===== src/rtl/sfp_dispatch_pkg.sv =====
// Shared types and default sizing for the SFP dispatch scheduler.
package sfp_dispatch_pkg;

  localparam int unsigned NUM_QUEUE_DEF = 4;
  localparam int unsigned QID_W_DEF     = 2;
  localparam int unsigned BURST_W_DEF   = 4;

  typedef enum logic [1:0] {
    ST_IDLE      = 2'd0,
    ST_ARB       = 2'd1,
    ST_SEND      = 2'd2,
    ST_WAIT_DONE = 2'd3
  } sched_state_e;

endpackage


===== src/rtl/sfp_dispatch_sched_rr_arbiter.sv =====
// Combinational masked-priority round-robin arbiter: lowest set request at or
// above rr_ptr wins, otherwise the lowest set request overall.
module sfp_rr_arbiter
  import sfp_dispatch_pkg::*;
#(
  parameter int unsigned NUM_QUEUE = NUM_QUEUE_DEF,
  parameter int unsigned QID_W     = QID_W_DEF
) (
  input  logic [NUM_QUEUE-1:0] req_i,
  input  logic [QID_W-1:0]     rr_ptr_i,
  output logic [NUM_QUEUE-1:0] grant_c_o,
  output logic [QID_W-1:0]     idx_c_o,
  output logic                 any_c_o
);

  logic [NUM_QUEUE-1:0] hi_mask_c;
  logic [NUM_QUEUE-1:0] masked_c;
  logic [QID_W-1:0]     m_idx_c;
  logic [QID_W-1:0]     r_idx_c;

  always_comb begin
    hi_mask_c = '0;
    for (int unsigned i = 0; i < NUM_QUEUE; i++) begin
      hi_mask_c[i] = (i >= 32'(rr_ptr_i));
    end
    masked_c = req_i & hi_mask_c;
    m_idx_c  = '0;
    r_idx_c  = '0;
    // Descending scan so the lowest set bit is the last one written.
    for (int i = int'(NUM_QUEUE) - 1; i >= 0; i--) begin
      if (masked_c[i]) m_idx_c = QID_W'(i);
      if (req_i[i])    r_idx_c = QID_W'(i);
    end
    any_c_o   = |req_i;
    idx_c_o   = (|masked_c) ? m_idx_c : r_idx_c;
    grant_c_o = any_c_o ? (NUM_QUEUE'(1) << idx_c_o) : '0;
  end

endmodule


===== src/rtl/sfp_dispatch_sched.sv =====
// Round-robin burst scheduler in front of the SFP send path: one grant at a
// time, one dispatch pulse per packet, next packet only after pkt_done.
module sfp_dispatch_sched
  import sfp_dispatch_pkg::*;
#(
  parameter int unsigned NUM_QUEUE = NUM_QUEUE_DEF,
  parameter int unsigned QID_W     = QID_W_DEF,
  parameter int unsigned BURST_W   = BURST_W_DEF
) (
  input  logic                 ap_clk,
  input  logic                 ap_rst_n,
  input  logic                 kernel_send_start,
  input  logic [NUM_QUEUE-1:0] qune_send_vaild,
  input  logic [BURST_W-1:0]   cfg_burst_len,
  input  logic                 sfp_ready,
  input  logic                 pkt_done,
  output logic                 sfp_dispatch_en,
  output logic [QID_W-1:0]     sfp_dispatch_qid,
  output logic [NUM_QUEUE-1:0] grant_vec,
  output logic                 sched_busy
);

  sched_state_e         state_q, state_d;
  logic [QID_W-1:0]     rr_ptr_q, rr_ptr_d;
  logic [QID_W-1:0]     qid_q, qid_d;
  logic [NUM_QUEUE-1:0] grant_q, grant_d;
  logic [BURST_W-1:0]   burst_cnt_q, burst_cnt_d;
  logic [BURST_W-1:0]   burst_lim_q, burst_lim_d;
  logic                 disp_en_q, disp_en_d;
  logic                 busy_q, busy_d;

  logic [NUM_QUEUE-1:0] arb_grant_c;
  logic [QID_W-1:0]     arb_idx_c;
  logic                 arb_any_c;
  logic                 req_any_c;
  logic                 own_req_c;
  logic                 release_c;
  logic [BURST_W-1:0]   cnt_inc_c;
  logic [QID_W-1:0]     ptr_after_c;

  sfp_rr_arbiter #(
    .NUM_QUEUE (NUM_QUEUE),
    .QID_W     (QID_W)
  ) u_arb (
    .req_i     (qune_send_vaild),
    .rr_ptr_i  (rr_ptr_q),
    .grant_c_o (arb_grant_c),
    .idx_c_o   (arb_idx_c),
    .any_c_o   (arb_any_c)
  );

  always_ff @(posedge ap_clk) begin
    if (!ap_rst_n) begin
      state_q     <= ST_IDLE;
      rr_ptr_q    <= '0;
      qid_q       <= '0;
      grant_q     <= '0;
      burst_cnt_q <= '0;
      burst_lim_q <= '0;
      disp_en_q   <= 1'b0;
      busy_q      <= 1'b0;
    end else begin
      state_q     <= state_d;
      rr_ptr_q    <= rr_ptr_d;
      qid_q       <= qid_d;
      grant_q     <= grant_d;
      burst_cnt_q <= burst_cnt_d;
      burst_lim_q <= burst_lim_d;
      disp_en_q   <= disp_en_d;
      busy_q      <= busy_d;
    end
  end

  always_comb begin
    state_d     = state_q;
    rr_ptr_d    = rr_ptr_q;
    qid_d       = qid_q;
    grant_d     = grant_q;
    burst_cnt_d = burst_cnt_q;
    burst_lim_d = burst_lim_q;
    disp_en_d   = 1'b0;
    release_c   = 1'b0;
    req_any_c   = |qune_send_vaild;
    own_req_c   = qune_send_vaild[qid_q];
    cnt_inc_c   = (burst_cnt_q == burst_lim_q) ? burst_cnt_q : burst_cnt_q + BURST_W'(1);
    ptr_after_c = (qid_q == QID_W'(NUM_QUEUE - 1)) ? '0 : qid_q + QID_W'(1);

    unique case (state_q)
      ST_IDLE: begin
        if (kernel_send_start && req_any_c) state_d = ST_ARB;
      end
      ST_ARB: begin
        if (kernel_send_start && arb_any_c) begin
          qid_d       = arb_idx_c;
          grant_d     = arb_grant_c;
          burst_lim_d = (cfg_burst_len == '0) ? BURST_W'(1) : cfg_burst_len;
          burst_cnt_d = '0;
          state_d     = ST_SEND;
        end else begin
          state_d = ST_IDLE;
        end
      end
      ST_SEND: begin
        if (!kernel_send_start || !own_req_c) begin
          release_c = 1'b1;
        end else if (sfp_ready) begin
          disp_en_d = 1'b1;
          state_d   = ST_WAIT_DONE;
        end
      end
      ST_WAIT_DONE: begin
        if (pkt_done) begin
          burst_cnt_d = cnt_inc_c;
          if ((cnt_inc_c == burst_lim_q) || !own_req_c || !kernel_send_start) begin
            release_c = 1'b1;
          end else begin
            state_d = ST_SEND;
          end
        end
      end
      default: state_d = ST_IDLE;
    endcase

    // Release folds into the current cycle; the released queue drops to lowest priority.
    if (release_c) begin
      rr_ptr_d = ptr_after_c;
      grant_d  = '0;
      state_d  = (kernel_send_start && req_any_c) ? ST_ARB : ST_IDLE;
    end

    busy_d = (state_d != ST_IDLE);
  end

  assign sfp_dispatch_en  = disp_en_q;
  assign sfp_dispatch_qid = qid_q;
  assign grant_vec        = grant_q;
  assign sched_busy       = busy_q;

endmodule


===== config.mk =====
export PLATFORM = sky130hd
export DESIGN_NAME = sfp_dispatch_sched
export DESIGN_NICKNAME = d
export VERILOG_FILES = /design/src/rtl/sfp_dispatch_pkg.sv /design/src/rtl/sfp_dispatch_sched_rr_arbiter.sv /design/src/rtl/sfp_dispatch_sched.sv
export SDC_FILE = /design/constraint.sdc
export NUM_CORES = 1
export LEC_CHECK = 0
export BUFFER_PORTS_ARGS = -buffer_cell sky130_fd_sc_hd__buf_2
export CAP_MARGIN = 20
export CORE_MARGIN = 1.5
export CORE_UTILIZATION = 31
export CTS_BUF_LIST = sky130_fd_sc_hd__clkbuf_4 sky130_fd_sc_hd__clkbuf_8
export CTS_CLUSTER_DIAMETER = 40
export DETAILED_ROUTE_END_ITERATION = 16
export GPL_TIMING_DRIVEN = 1
export PLACE_DENSITY = 0.47
export SETUP_SLACK_MARGIN = 0.2
export SKIP_CTS_REPAIR_TIMING = 1
export SLEW_MARGIN = 0
export SYNTH_ARGS = -nofsm -noshare
export SYNTH_HDL_FRONTEND = slang
export SYNTH_SLANG_ARGS = --single-unit

===== constraint.sdc =====
create_clock -name ap_clk -period 2.6 [get_ports ap_clk]
set_clock_uncertainty 0.15 [all_clocks]
set_input_delay 0.13 -clock ap_clk [delete_from_list [all_inputs] [get_ports ap_clk]]
set_output_delay 0.13 -clock ap_clk [all_outputs]
set_load 0.02 [all_outputs]

==> flow_summary_export.csv <==
group,metric,value,unit
run_status,status,"finished with violations",
run_status,violations,"negative hold slack",
setup_path,startpoint_type,"flop",
global_routing,grt_pass1_vias,1026,
logic_synthesis,syn_avg_cell_area,8.39,sq um
logic_synthesis,synthTopCellsByCount,"nand2_1, dfxtp_1, a21oi_1, inv_1",
place,dp_cells,204,
cells_and_area,syn2layout_area_growth,21.8,%
timing,fin_hold_ws,-0.00809,ns
timing,fin_setup_tns,0,ns
die,io-pin-count,21,
route,drt_iter0_drc,61,
timing,fin_ws,0.605,ns
clocking,path_clk_slew,0.08,ns
setup_path,cp-endpoint,"rr_ptr_q[0]",
place,post-dp-hpwl,2.07,mm
logic_synthesis,ys.flop_type,"dfxtp_1",
global_routing,grt.overflow.total,0,
logic_synthesis,yosys.area.top_type,"dfxtp_1",
die,fp.coreArea,3660,sq um
global_routing,grt_pass1_wl,4.86,mm
route,drc_errors,0,
logic_synthesis,synth.distinct_cells,43,
cells_and_area,utilization,0.391,
pwr,power_leakage,0.539,nW
pwr,power.density,537,nW/um^2
clocking,cts_tree,"yes",
route,drtPass1Iterations,4,
cells_and_area,fin_cells,212,
setup_path,cp_max_fo,8,
logic_synthesis,postSynth.asyncResetShare,0,
clocking,clock_path_buffers,2,
cells_and_area,final_nets,180,
timing,slew_violations,0,
logic_synthesis,syn_nets,155,
timing,worst_pin_slew,0.450,ns
setup_path,slowest_delay,0.45,ns
setup_path,regToRegEndpoint,"rr_ptr_q[0]",
pwr,vdd_ir_drop_max,330,uV
setup_path,cp.depth,6,
cells_and_area,drive_above_1_share,0.207,
setup_path,reg2reg_from,"burst_cnt_q[0]",
logic_synthesis,ys_seq_area_frac,0.341,
route,routedWlPerCell,13.2,um
timing,fin_crit_sh,0.767,
setup_path,rr_worst_depth,6,
logic_synthesis,synth_top_area_frac,0.341,
setup_path,crit_required,2.64,ns
setup_path,path_cells,"ha_1, xor2_1, nor2_1, o311ai_4, a22oi_4, mux2i_1",
timing,finalSetupViolations,0,
route,detail-route-antenna-nets,0,
setup_path,rrSetupSlack,0.60,ns
die,die_y,64.6,um
clocking,root_buffer,"clkbuf_8",
hold_path,hold_path_class,"input port to flop",
setup_path,crit_start,"burst_cnt_q[0]",
route,wl,2.80,mm
logic_synthesis,synthTopCellsByArea,"dfxtp_1, nand2_1, a21oi_1",
clocking,worstSkewPairLatency,0.26,ns
die,die_area,4170,sq um
setup_path,crit_buf_inv,0,
logic_synthesis,netlist_instances,140,
logic_synthesis,syn_area,1170,sq um
global_routing,grt_max_degree,13,
logic_synthesis,synth_seq_cells,20,
die,dieWidth,64.6,um
timing,max_freq,501,MHz
pwr,p_total,0.769,mW
timing,maxSlewHeadroom,0.700,
timing,min_period,2.00,ns
clocking,numClockSinks,20,
die,row_count,22,
setup_path,path_delay_family,"compound AO/OA/AOI/OAI gates",
die,initial_core_util,0.321,
place,preCtsSetupSlack,0.611,ns
setup_path,criticalPathCategory,"flop to flop",
timing,grt_setup_unrepaired,"no",
global_routing,grt_use_total,0.150,
logic_synthesis,synth_edf_count,0,
setup_path,cp_slowest_cell,"dfxtp_1",
logic_synthesis,yosysWarnings,0,
clocking,cts_buffers,3,
timing,hold_violations,1,
cells_and_area,fin_area,1430,sq um
route,num_vias,1106,
place,port_buffers,20,
setup_path,critPathArrivalTime,2.04,ns
logic_synthesis,yosysMostFrequentCell,"nand2_1",
global_routing,antenna_found_initial,0,
route,vias_per_cell,5.22,
setup_path,crit_path_end_kind,"flop",
job,maxCapViolCount,0,
cells_and_area,diodes,0,
clocking,htreeDepth,1,
place,gp_congestion,0.794,
place,placed_area,1320,sq um
[power breakdown]
group	leakage [nW]	switching [mW]	internal (mW)	total [mW]
clock	0.0357	0.109	0.206	0.314
sequential	0.162	0.0168	0.318	0.335
combinational	0.341	0.0702	0.0498	0.120
total	0.539	0.196	0.574	0.769
[per-layer routing]
metal / global-route usage / share of wire / up-vias
met5: 0 / 0 / -
met4: 0.0559 / 0.013 / 0
met3: 0.0382 / 0.040 / 4
met2: 0.229 / 0.46 / 22
met1: 0.202 / 0.49 / 531
li1: - / - / 549
[kinds of logic after synthesis]
group | count (synthesis) | share of synthesized area
XOR/XNOR | 7 | 0.0586
multiplexers | 6 | 0.0522
AND/OR/NAND/NOR | 53 | 0.214
flip-flops | 20 | 0.341
buffers and inverters | 14 | 0.0511
adder cells (fa/ha/maj) | 2 | 0.0213
AO/OA/AOI/OAI | 38 | 0.262
[state kept, by name (all words and copies together), names as in the netlist]
signal	flops
burst_cnt_q	4
burst_lim_q	4
grant_vec	4
rr_ptr_q	2
sched_busy	1
sfp_dispatch_en	1
sfp_dispatch_qid	2
state_q	2
[worst min-delay path by stage]
stage                     cells after the start  slack [ns]             start        endpoint
after floorplan                               2        0.12  cfg_burst_len[3]  burst_lim_q[3]
after global placement                        3        0.23  cfg_burst_len[3]  burst_lim_q[3]
after detailed placement                      3        0.24  cfg_burst_len[2]  burst_lim_q[2]
after CTS                                     3       -0.04  cfg_burst_len[2]  burst_lim_q[2]
after global routing                          3        0.02          ap_rst_n     rr_ptr_q[0]
final                                         3      -0.008  cfg_burst_len[0]  burst_lim_q[0]
[cell type report]
class                   count  area [sq um]
inverters                   8          30.0
repair buffers             26           155
clock buffers               3          41.3
multi-input cells         106           714
flip-flops and latches     20           400
fillers                   395          2230
clock inverters             1          30.0
well taps                  48          60.1
[worst register-to-register path: stages, from the launching register on]
cell and delay, ns:
dfxtp_1 0.45, ha_1 0.30, xor2_1 0.15, nor2_1 0.19, o311ai_4 0.17, a22oi_4 0.31, mux2i_1 0.22
[placed cells by master, fill, tap and decap left out, drive strengths merged, types with 2 or more instances in the layout]
master	instances
nand2	24
buf	22
dfxtp	20
a21oi	14
inv	7
nor3	6
nor2	6
mux2i	5
xnor2	5
o21ai	4
nand2b	4
a211oi	4
dlygate4sd3	4
nand3	3
clkbuf	3
nand4	2
xor2	2
a311oi	2
or3	2
o22ai	2
ha	2
a22oi	2
a221oi	2
No activity file was read; power rests on OpenSTA's default activity.
